File: config.mk
export PLATFORM = sky130hd
export DESIGN_NAME = shift_sequencer
export DESIGN_NICKNAME = d
export VERILOG_FILES = /design/src/rtl/shift_sequencer.sv
export SDC_FILE = /design/constraint.sdc
export NUM_CORES = 1
export LEC_CHECK = 0
export ABC_AREA = 0
export CAP_MARGIN = 20
export CORE_UTILIZATION = 30
export CTS_CLUSTER_DIAMETER = 80
export DETAILED_ROUTE_END_ITERATION = 12
export REMOVE_ABC_BUFFERS = 1
export SETUP_SLACK_MARGIN = 0.5
export SYNTH_ARGS = -nofsm -noshare
export SYNTH_HDL_FRONTEND = slang
export SYNTH_SLANG_ARGS = --single-unit
export TNS_END_PERCENT = 30
File: constraint.sdc
create_clock -name clk -period 1.6 [get_ports clk]
set_input_delay 0.16 -clock clk [delete_from_list [all_inputs] [get_ports clk]]
set_output_delay 0.16 -clock clk [all_outputs]
set_load 0.03 [all_outputs]
File: src/rtl/shift_sequencer.sv
// Multi-cycle rotate controller for the 8-bit shift unit.
// One shifter pass per clock; the result is fed back into the accumulator.
module shift_sequencer #(
  parameter int WIDTH = 8,
  parameter int CNT_W = 3
) (
  input  logic             clk,
  input  logic             rst,
  input  logic             start,
  input  logic             dir,
  input  logic [CNT_W-1:0] amt,
  input  logic [WIDTH-1:0] din,
  output logic             fbus,
  output logic             flbus,
  output logic             frbus,
  output logic [WIDTH-1:0] a,
  input  logic [WIDTH-1:0] w,
  input  logic             cf,
  output logic [WIDTH-1:0] dout,
  output logic             cout,
  output logic             busy,
  output logic             done
);

  typedef enum logic [1:0] {
    S_IDLE,
    S_RUN,
    S_DONE
  } state_t;

  state_t           state;
  state_t           next;
  logic [WIDTH-1:0] acc;
  logic [CNT_W-1:0] cnt;
  logic             dir_r;
  logic             last;

  assign a    = acc;
  assign last = (cnt <= CNT_W'(1));

  always_ff @(posedge clk or posedge rst) begin
    if (rst) state <= S_IDLE;
    else     state <= next;
  end

  // cnt==0 in RUN marks a zero-amount request: a single pass-through.
  always_comb begin
    next  = state;
    fbus  = 1'b0;
    flbus = 1'b0;
    frbus = 1'b0;
    busy  = 1'b0;
    done  = 1'b0;
    unique case (state)
      S_IDLE: begin
        if (start) next = S_RUN;
      end
      S_RUN: begin
        busy = 1'b1;
        if (cnt == '0) fbus = 1'b1;
        else if (dir_r) frbus = 1'b1;
        else flbus = 1'b1;
        if (last) next = S_DONE;
      end
      S_DONE: begin
        busy = 1'b1;
        done = 1'b1;
        next = S_IDLE;
      end
      default: next = S_IDLE;
    endcase
  end

  always_ff @(posedge clk or posedge rst) begin
    if (rst) begin
      acc   <= '0;
      cnt   <= '0;
      dir_r <= 1'b0;
      dout  <= '0;
      cout  <= 1'b0;
    end else begin
      unique case (state)
        S_IDLE: begin
          if (start) begin
            acc   <= din;
            cnt   <= amt;
            dir_r <= dir;
          end
        end
        S_RUN: begin
          acc  <= w;
          cout <= cf;
          if (cnt != '0) cnt <= cnt - 1'b1;
          // dout is captured on the final pass so it is valid with done
          if (last) dout <= w;
        end
        default: ;
      endcase
    end
  end

endmodule

==> reports/qor.yml, run 1 <==
outcome:
  status: "finished, final reports clean"
drt:
  drc: 0
  wire_per_inst_um: 13.5
  wirelength_mm: 3.11
  vias_per_cell: 4.55
  first_pass_iters: 4
  final_antenna_net_count: 0
  drt_iter0_drc: 28
  vias: 1047
synth:
  synth-xor-area-share_pct: 0
  avgSynthCellArea_um2: 11.1
  postSynthCellCount: 110
  yosysWarnings: 0
  yosysUniqueCellTypes: 27
  synth_top_family_by_area: "multiplexers"
  synthAdderAreaFrac_pct: 7.18
  synth-simple-area-share_pct: 9.74
  synth.area.mux_share_pct: 21.0
  synth-seq-cells: 23
  ys_seq_area_share_pct: 47.2
  synth_compound_area_share_pct: 9.95
  synth_area_mm2: 0.00122
clock_network:
  insertion_delay_ns: 0.26
  cts_buffers: 3
  clockBufferDepth: 2
  cts_tree: "built"
  hold_buffers: 0
  clock-sinks: 23
  clk_pin_slew_ns: 0.09
  cts_root_buf: "clkbuf_8"
  htree_levels: 1
critical_path:
  crit_chain: "inv_2 -> buf_6 -> ha_4 -> nor2b_4 -> nor3_4 -> buf_6"
  start_kind: "flip-flop"
  worstSetupStartpoint: "cnt[1]$_DFFE_PP0P_"
  critPathRequiredTime_ns: 1.44
  rr_worst_depth: 6
  reg2reg_to: "dout[6]$_DFFE_PP0P_"
  max_stage_delay_ns: 0.38
  rr_startpoint: "cnt[0]$_DFFE_PP0P_"
  worstPathMaxFanout: 3
  critical_path.slowest_cell: "dfrtp_1"
  critPathKind: "reg2out"
  ff2ff_setup_slack_ns: 0.04
  worstPathArrival_ns: 1.40
  cpMostUsedCell: "buf_6"
  cp-end-kind: "output port"
  critPathBufInv: 3
  path_delay_family: "flip-flops"
  cp.depth: 6
  crit_end: "flbus"
timing:
  slew_headroom_pct: 77.9
  finalCritPeriodShare_pct: 97.5
  setup_viol: 0
  hold_ws_ns: 0.222
  tightest_slew_ns: 0.331
  finClkSkew_ns: 0.00537
  hold_violations: 0
  fin_crit_ns: 1.56
  rsz0062_at_grt: "yes"
  max_freq_ghz: 0.641
  final-max-slew-violation-count: 0
die:
  dieArea_mm2: 0.00433
  io_pins: 46
  dieHeight_um: 65.8
  start_util_pct: 32.3
  coreArea_mm2: 0.00377
  die_w_um: 65.8
  core.rowCount: 22
cells_and_area:
  layout.nets: 214
  diodes: 0
  drive_above_1_share_pct: 34.6
  nFillCells: 318
  area_growth_pct: 72.2
grt:
  grt_pass1_vias: 1131
  grt-ovfl-total: 0
  antenna_found_initial: 0
  grt_pass1_wl_mm: 5.09
  track_usage_pct: 15.6
  grt_max_degree: 24
hold_path:
  hold_class: "in2async"
placed_design:
  io_buffers: 45
  hpwl_mm: 2.07
  gp_congestion: 0.776
pwr:
  power.density_mw_per_mm2: 2320
  ir_drop_mv: 1.01
  p_leak_nw: 0.945
  finalPower_mw: 4.87
run:
  maxCapViolCount: 0
-- layer usage --
metal / part of all wire, % / up-vias / global-route usage, %
met5: 0 / - / 0
met1: 40 / 487 / 18.0
met3: 6.9 / 4 / 3.79
met2: 52 / 33 / 28.1
met4: 1.0 / 0 / 4.35
li1: - / 523 / -
-- cell type report --
class / instances / area (µm²) / share of cell area (%)
clock buffers: 3 / 41.3 / 1.97
clock inverters: 1 / 5.00 / 0.238
inverters: 7 / 28.8 / 1.37
multi-input cells: 75 / 681 / 32.4
flip-flops and latches: 23 / 576 / 27.4
well taps: 48 / 60.1 / 2.86
repair buffers: 73 / 709 / 33.8
-- where the power goes --
part           total [mW]  switching, mW  leakage (nW)  internal [mW]
Combinational        3.41           1.63         0.644           1.78
Sequential           1.09          0.211         0.276          0.880
Clock               0.363          0.189        0.0255          0.174
Total                4.87           2.03         0.945           2.84
-- state kept, by name, summed over array words and instances, names as in the netlist --
signal  cells
cout        1
dir_r       1
a           8
cnt         3
dout        8
state       2
-- tightest hold or removal path, cell delays in order --
cell	delay, ns
clkdlybuf4s50_1	0.39
inv_1	0.05
buf_4	0.28
-- kinds of logic (layout without fill, tap and decap cells) --
group,after synthesis,count (layout)
flops,23,23
buf+inv,12,84
simple gates,26,26
mux,20,20
compound gates,22,22
fa+ha+maj,7,7
-- placed cells by master (no fill, tap or decap), types with 2 or more instances in the layout --
cell             synthesis  final
mux2_1                   3      3
clkdlybuf4s50_1          0     40
nand2_1                 10      9
buf_6                    1     11
inv_2                    1      4
mux2_4                   8      8
a21oi_1                  4      3
dfrtp_1                 23     23
clkbuf_8                 0      3
nor2_1                   5      4
nand3_1                  2      2
nor3_1                   3      2
buf_4                    1     20
ha_1                     7      3
ha_4                     0      3
o21ai_1                 11     11
mux2i_1                  8      8
inv_1                    6      2
o21ai_0                  2      2
-- cells in the mapped netlist --
| master | instances | area share (%) |
|---|---|---|
| dfrtp_1 | 23 | 47 |
| mux2i_1 | 8 | 6.6 |
| nand2_1 | 10 | 3.1 |
| o21bai_1 | 1 | 0.62 |
| o21ai_1 | 11 | 4.5 |
| buf_2 | 3 | 1.2 |
| a31oi_1 | 1 | 0.51 |
| a22oi_1 | 1 | 0.62 |
| buf_6 | 1 | 0.92 |
| and3_1 | 1 | 0.51 |
| a21oi_1 | 4 | 1.6 |
| mux2i_4 | 1 | 1.8 |
| ha_1 | 7 | 7.2 |
| inv_1 | 6 | 1.8 |
| nand2b_1 | 2 | 1.0 |
| nor2_1 | 5 | 1.5 |
| o22ai_1 | 1 | 0.51 |
| o22a_1 | 1 | 0.72 |
| mux2_4 | 8 | 9.8 |
| nor2b_1 | 2 | 1.0 |
| buf_4 | 1 | 0.62 |
| or2_1 | 1 | 0.51 |
| nand3_1 | 2 | 0.82 |
| o21ai_0 | 2 | 0.82 |
| inv_2 | 1 | 0.31 |
| nor3_1 | 3 | 1.2 |
| mux2_1 | 3 | 2.8 |
-- worst min path at each step --
stage                     startpoint                 to  slack, ns  depth (start not counted)
global route                     rst  dir_r$_DFFE_PP0P_       0.28                          3
CTS                              rst  dir_r$_DFFE_PP0P_       0.24                          3
finish                           rst   a[5]$_DFFE_PP0P_       0.22                          3
global placement    cout$_DFFE_PP0P_   cout$_DFFE_PP0P_       0.47                          1
detailed placement  a[2]$_DFFE_PP0P_   a[2]$_DFFE_PP0P_       0.48                          2
floorplan                        rst   a[0]$_DFFE_PP0P_       0.16                          1
-- per-stage QoR --
step           util, %  instances  worst slack [ns]  area (µm²)  TNS [ns]
6_report          55.7        230            0.0403        2100         0
5_1_grt           55.7        230           -0.0123        2100   -0.0123
4_1_cts           53.8        226            0.0101        2030         0
3_5_place_dp      47.4        210            0.0500        1790         0
3_3_place_gp      47.4        210            0.0945        1790         0
2_1_floorplan        -        105            -0.469        1190     -4.63
-- timing repair --
action | CTS | global route
resized for setup | 35 | 8
endpoints found under the setup margin | 45 | 45
gates cloned | 1 | 0
setup buffers | 11 | 4
pin swaps | 8 | 5
Power figures use the tool's default switching activity.
==> run 2, diff against run 1 <==
--- a/config.mk
+++ b/config.mk
@@ -9,7 +9,9 @@
 export CAP_MARGIN = 20
 export CORE_UTILIZATION = 30
 export CTS_CLUSTER_DIAMETER = 80
+export CTS_CLUSTER_SIZE = 25
 export DETAILED_ROUTE_END_ITERATION = 12
+export RECOVER_POWER = 50
 export REMOVE_ABC_BUFFERS = 1
 export SETUP_SLACK_MARGIN = 0.5
 export SYNTH_ARGS = -nofsm -noshare
==> run 2 against run 1 <==
Effect of this change:
- critical path depth did not move
- fmax about the same
- wire length unchanged
- cell area shrank 0.24%
- largest power group unchanged
==> reports/qor.yml, run 2 (synthesis gave the netlist of run 1 again) <==
outcome:
  status: "finished, final reports clean"  # unchanged
drt:
  first_pass_iters: 4  # unchanged
  drt_iter0_drc: 27  # was 28
  vias: 1046  # was 1,047
  final_antenna_net_count: 0  # unchanged
  wirelength_mm: 3.11  # unchanged
  vias_per_cell: 4.55  # about the same
  drc: 0  # unchanged
  wire_per_inst_um: 13.5  # unchanged
grt:
  use_met3_pct: 3.79  # unchanged
  use_met2_pct: 28.1  # unchanged
  grt-ovfl-total: 0  # unchanged
  track_usage_pct: 15.6  # unchanged
  grt_max_degree: 24  # unchanged
  use_met1_pct: 18.0  # unchanged
  grt.busiest_layer: "met2"  # unchanged
  grt_pass1_vias: 1131  # unchanged
  grt_pass1_wl_mm: 5.09  # unchanged
  antenna_found_initial: 0  # unchanged
pwr:
  p_leak_nw: 0.949  # was 0.945 nW
  ir_drop_mv: 1.01  # about the same
  power.density_mw_per_mm2: 2300  # was 2320 mW/mm²
cells_and_area:
  stdcell_count: 230  # unchanged
  nFillCells: 316  # was 318
  final_cell_mix: "33 x clkdlybuf4s50_1, 23 x dfrtp_1, 18 x buf_4"  # was 40 x clkdlybuf4s50_1, 23 x dfrtp_1, 20 x buf_4
  area_growth_pct: 71.8  # was 72.2%
  final_common_cell: "clkdlybuf4s50_1"  # unchanged
  layout.nets: 214  # unchanged
  drive_above_1_share_pct: 34.6  # unchanged
  diodes: 0  # unchanged
hold_path:
  hold_class: "in2async"  # unchanged
critical_path:
  path_delay_family: "flip-flops"  # unchanged
  ff2ff_setup_slack_ns: 0.04  # about the same
  worstSetupStartpoint: "cnt[1]$_DFFE_PP0P_"  # unchanged
  max_stage_delay_ns: 0.38  # about the same
  crit_chain: "inv_2 -> buf_6 -> ha_4 -> nor2b_4 -> nor3_4 -> buf_6"  # unchanged
  rr_startpoint: "cnt[0]$_DFFE_PP0P_"  # unchanged
  cp.depth: 6  # unchanged
  reg2reg_to: "dout[6]$_DFFE_PP0P_"  # unchanged
  critical_path.slowest_cell: "dfrtp_1"  # unchanged
  rr_worst_depth: 6  # unchanged
  critPathKind: "reg2out"  # unchanged
  crit_end: "flbus"  # unchanged
  critPathRequiredTime_ns: 1.44  # about the same
  cpMostUsedCell: "buf_6"  # unchanged
  worstPathMaxFanout: 3  # unchanged
  cp-end-kind: "output port"  # unchanged
  start_kind: "flip-flop"  # unchanged
  critPathBufInv: 3  # unchanged
  worstPathArrival_ns: 1.40  # about the same
die:
  core.rowCount: 22  # unchanged
  start_util_pct: 32.3  # unchanged
  dieArea_mm2: 0.00433  # unchanged
  io_pins: 46  # unchanged
  die_w_um: 65.8  # unchanged
  coreArea_mm2: 0.00377  # unchanged
  dieHeight_um: 65.8  # unchanged
timing:
  setup_viol: 0  # unchanged
  finClkSkew_ns: 0.00534  # was 0.00537 ns
  hold_violations: 0  # unchanged
  slew_headroom_pct: 61.6  # was 77.9%
  rsz0062_at_grt: "yes"  # unchanged
  final-max-slew-violation-count: 0  # unchanged
  tightest_slew_ns: 0.577  # was 0.331 ns
  max_freq_ghz: 0.641  # about the same
  setup_tns_ns: 0  # unchanged
  postLayoutSetupSlackWorst_ns: 0.0404  # was 0.0403 ns
  fin_crit_ns: 1.56  # about the same
  finalCritPeriodShare_pct: 97.5  # about the same
placed_design:
  hpwl_mm: 2.07  # unchanged
  pre_cts_ws_ns: 0.0500  # unchanged
  gp_congestion: 0.776  # unchanged
  io_buffers: 45  # unchanged
  dpl.cell_count: 210  # unchanged
clock_network:
  htree_levels: 1  # unchanged
  clockBufferDepth: 2  # unchanged
  clk_pin_slew_ns: 0.09  # about the same
  clock-sinks: 23  # unchanged
  cts_tree: "built"  # unchanged
  insertion_delay_ns: 0.26  # about the same
  cts_root_buf: "clkbuf_8"  # unchanged
  hold_buffers: 0  # unchanged
  cts_buffers: 3  # unchanged
run:
  maxCapViolCount: 0  # unchanged
[run 2: timing repair]
item / in CTS / in global routing
setup endpoints to repair: 45 / 45
resized for setup: 35 / 8
cloned: 1 / 0
setup buffers: 11 / 4
pin swaps: 8 / 5
[run 2: final cells by class]
| class | count | area, µm² | area share (%) |
|---|---|---|---|
| Timing Repair Buffer | 73 | 704 | 33.6 |
| Multi-Input combinational cell | 75 | 681 | 32.5 |
| Sequential cell | 23 | 576 | 27.5 |
| Tap cell | 48 | 60.1 | 2.87 |
| Clock buffer | 3 | 41.3 | 1.97 |
| Inverter | 7 | 28.8 | 1.37 |
| Clock inverter | 1 | 5.00 | 0.239 |
[run 2: worst min path at each step]
stage,start,to,slack [ns],cells past startpoint
6_report,rst,a[5]$_DFFE_PP0P_,0.46,3
5_1_grt,dir,dir_r$_DFFE_PP0P_,0.49,2
4_1_cts,rst,dir_r$_DFFE_PP0P_,0.24,3
3_5_place_dp,a[2]$_DFFE_PP0P_,a[2]$_DFFE_PP0P_,0.48,2
3_3_place_gp,cout$_DFFE_PP0P_,cout$_DFFE_PP0P_,0.47,1
2_1_floorplan,rst,a[0]$_DFFE_PP0P_,0.16,1
[run 2: routing by layer]
layer	vias up	share of wire, %	wire (µm)
li1	523	-	-
met1	486	40	1260
met2	33	52	1610
met3	4	6.9	216
met4	0	1.0	31
met5	-	0	0
[run 2: tightest hold or removal path: stages]
cell	delay, ns
dlygate4sd3_1	0.53
inv_1	0.05
clkbuf_2	0.46
[run 2: where the power goes]
group	switching, mW	internal (mW)
sequential	0.208	0.880
clock	0.189	0.174
combinational	1.63	1.74
[run 2: stage by stage]
stage / cell area, µm² / util, % / hold WS, ns / power [mW]
3_3_place_gp: 1790 / 47.4 / 0.469 / 3.74
6_report: 2100 / 55.6 / 0.462 / 4.82
3_5_place_dp: 1790 / 47.4 / 0.476 / 3.79
2_1_floorplan: 1190 / - / 0.162 / 2.71
5_1_grt: 2100 / 55.6 / 0.491 / 5.15
4_1_cts: 2030 / 53.8 / 0.237 / 4.66
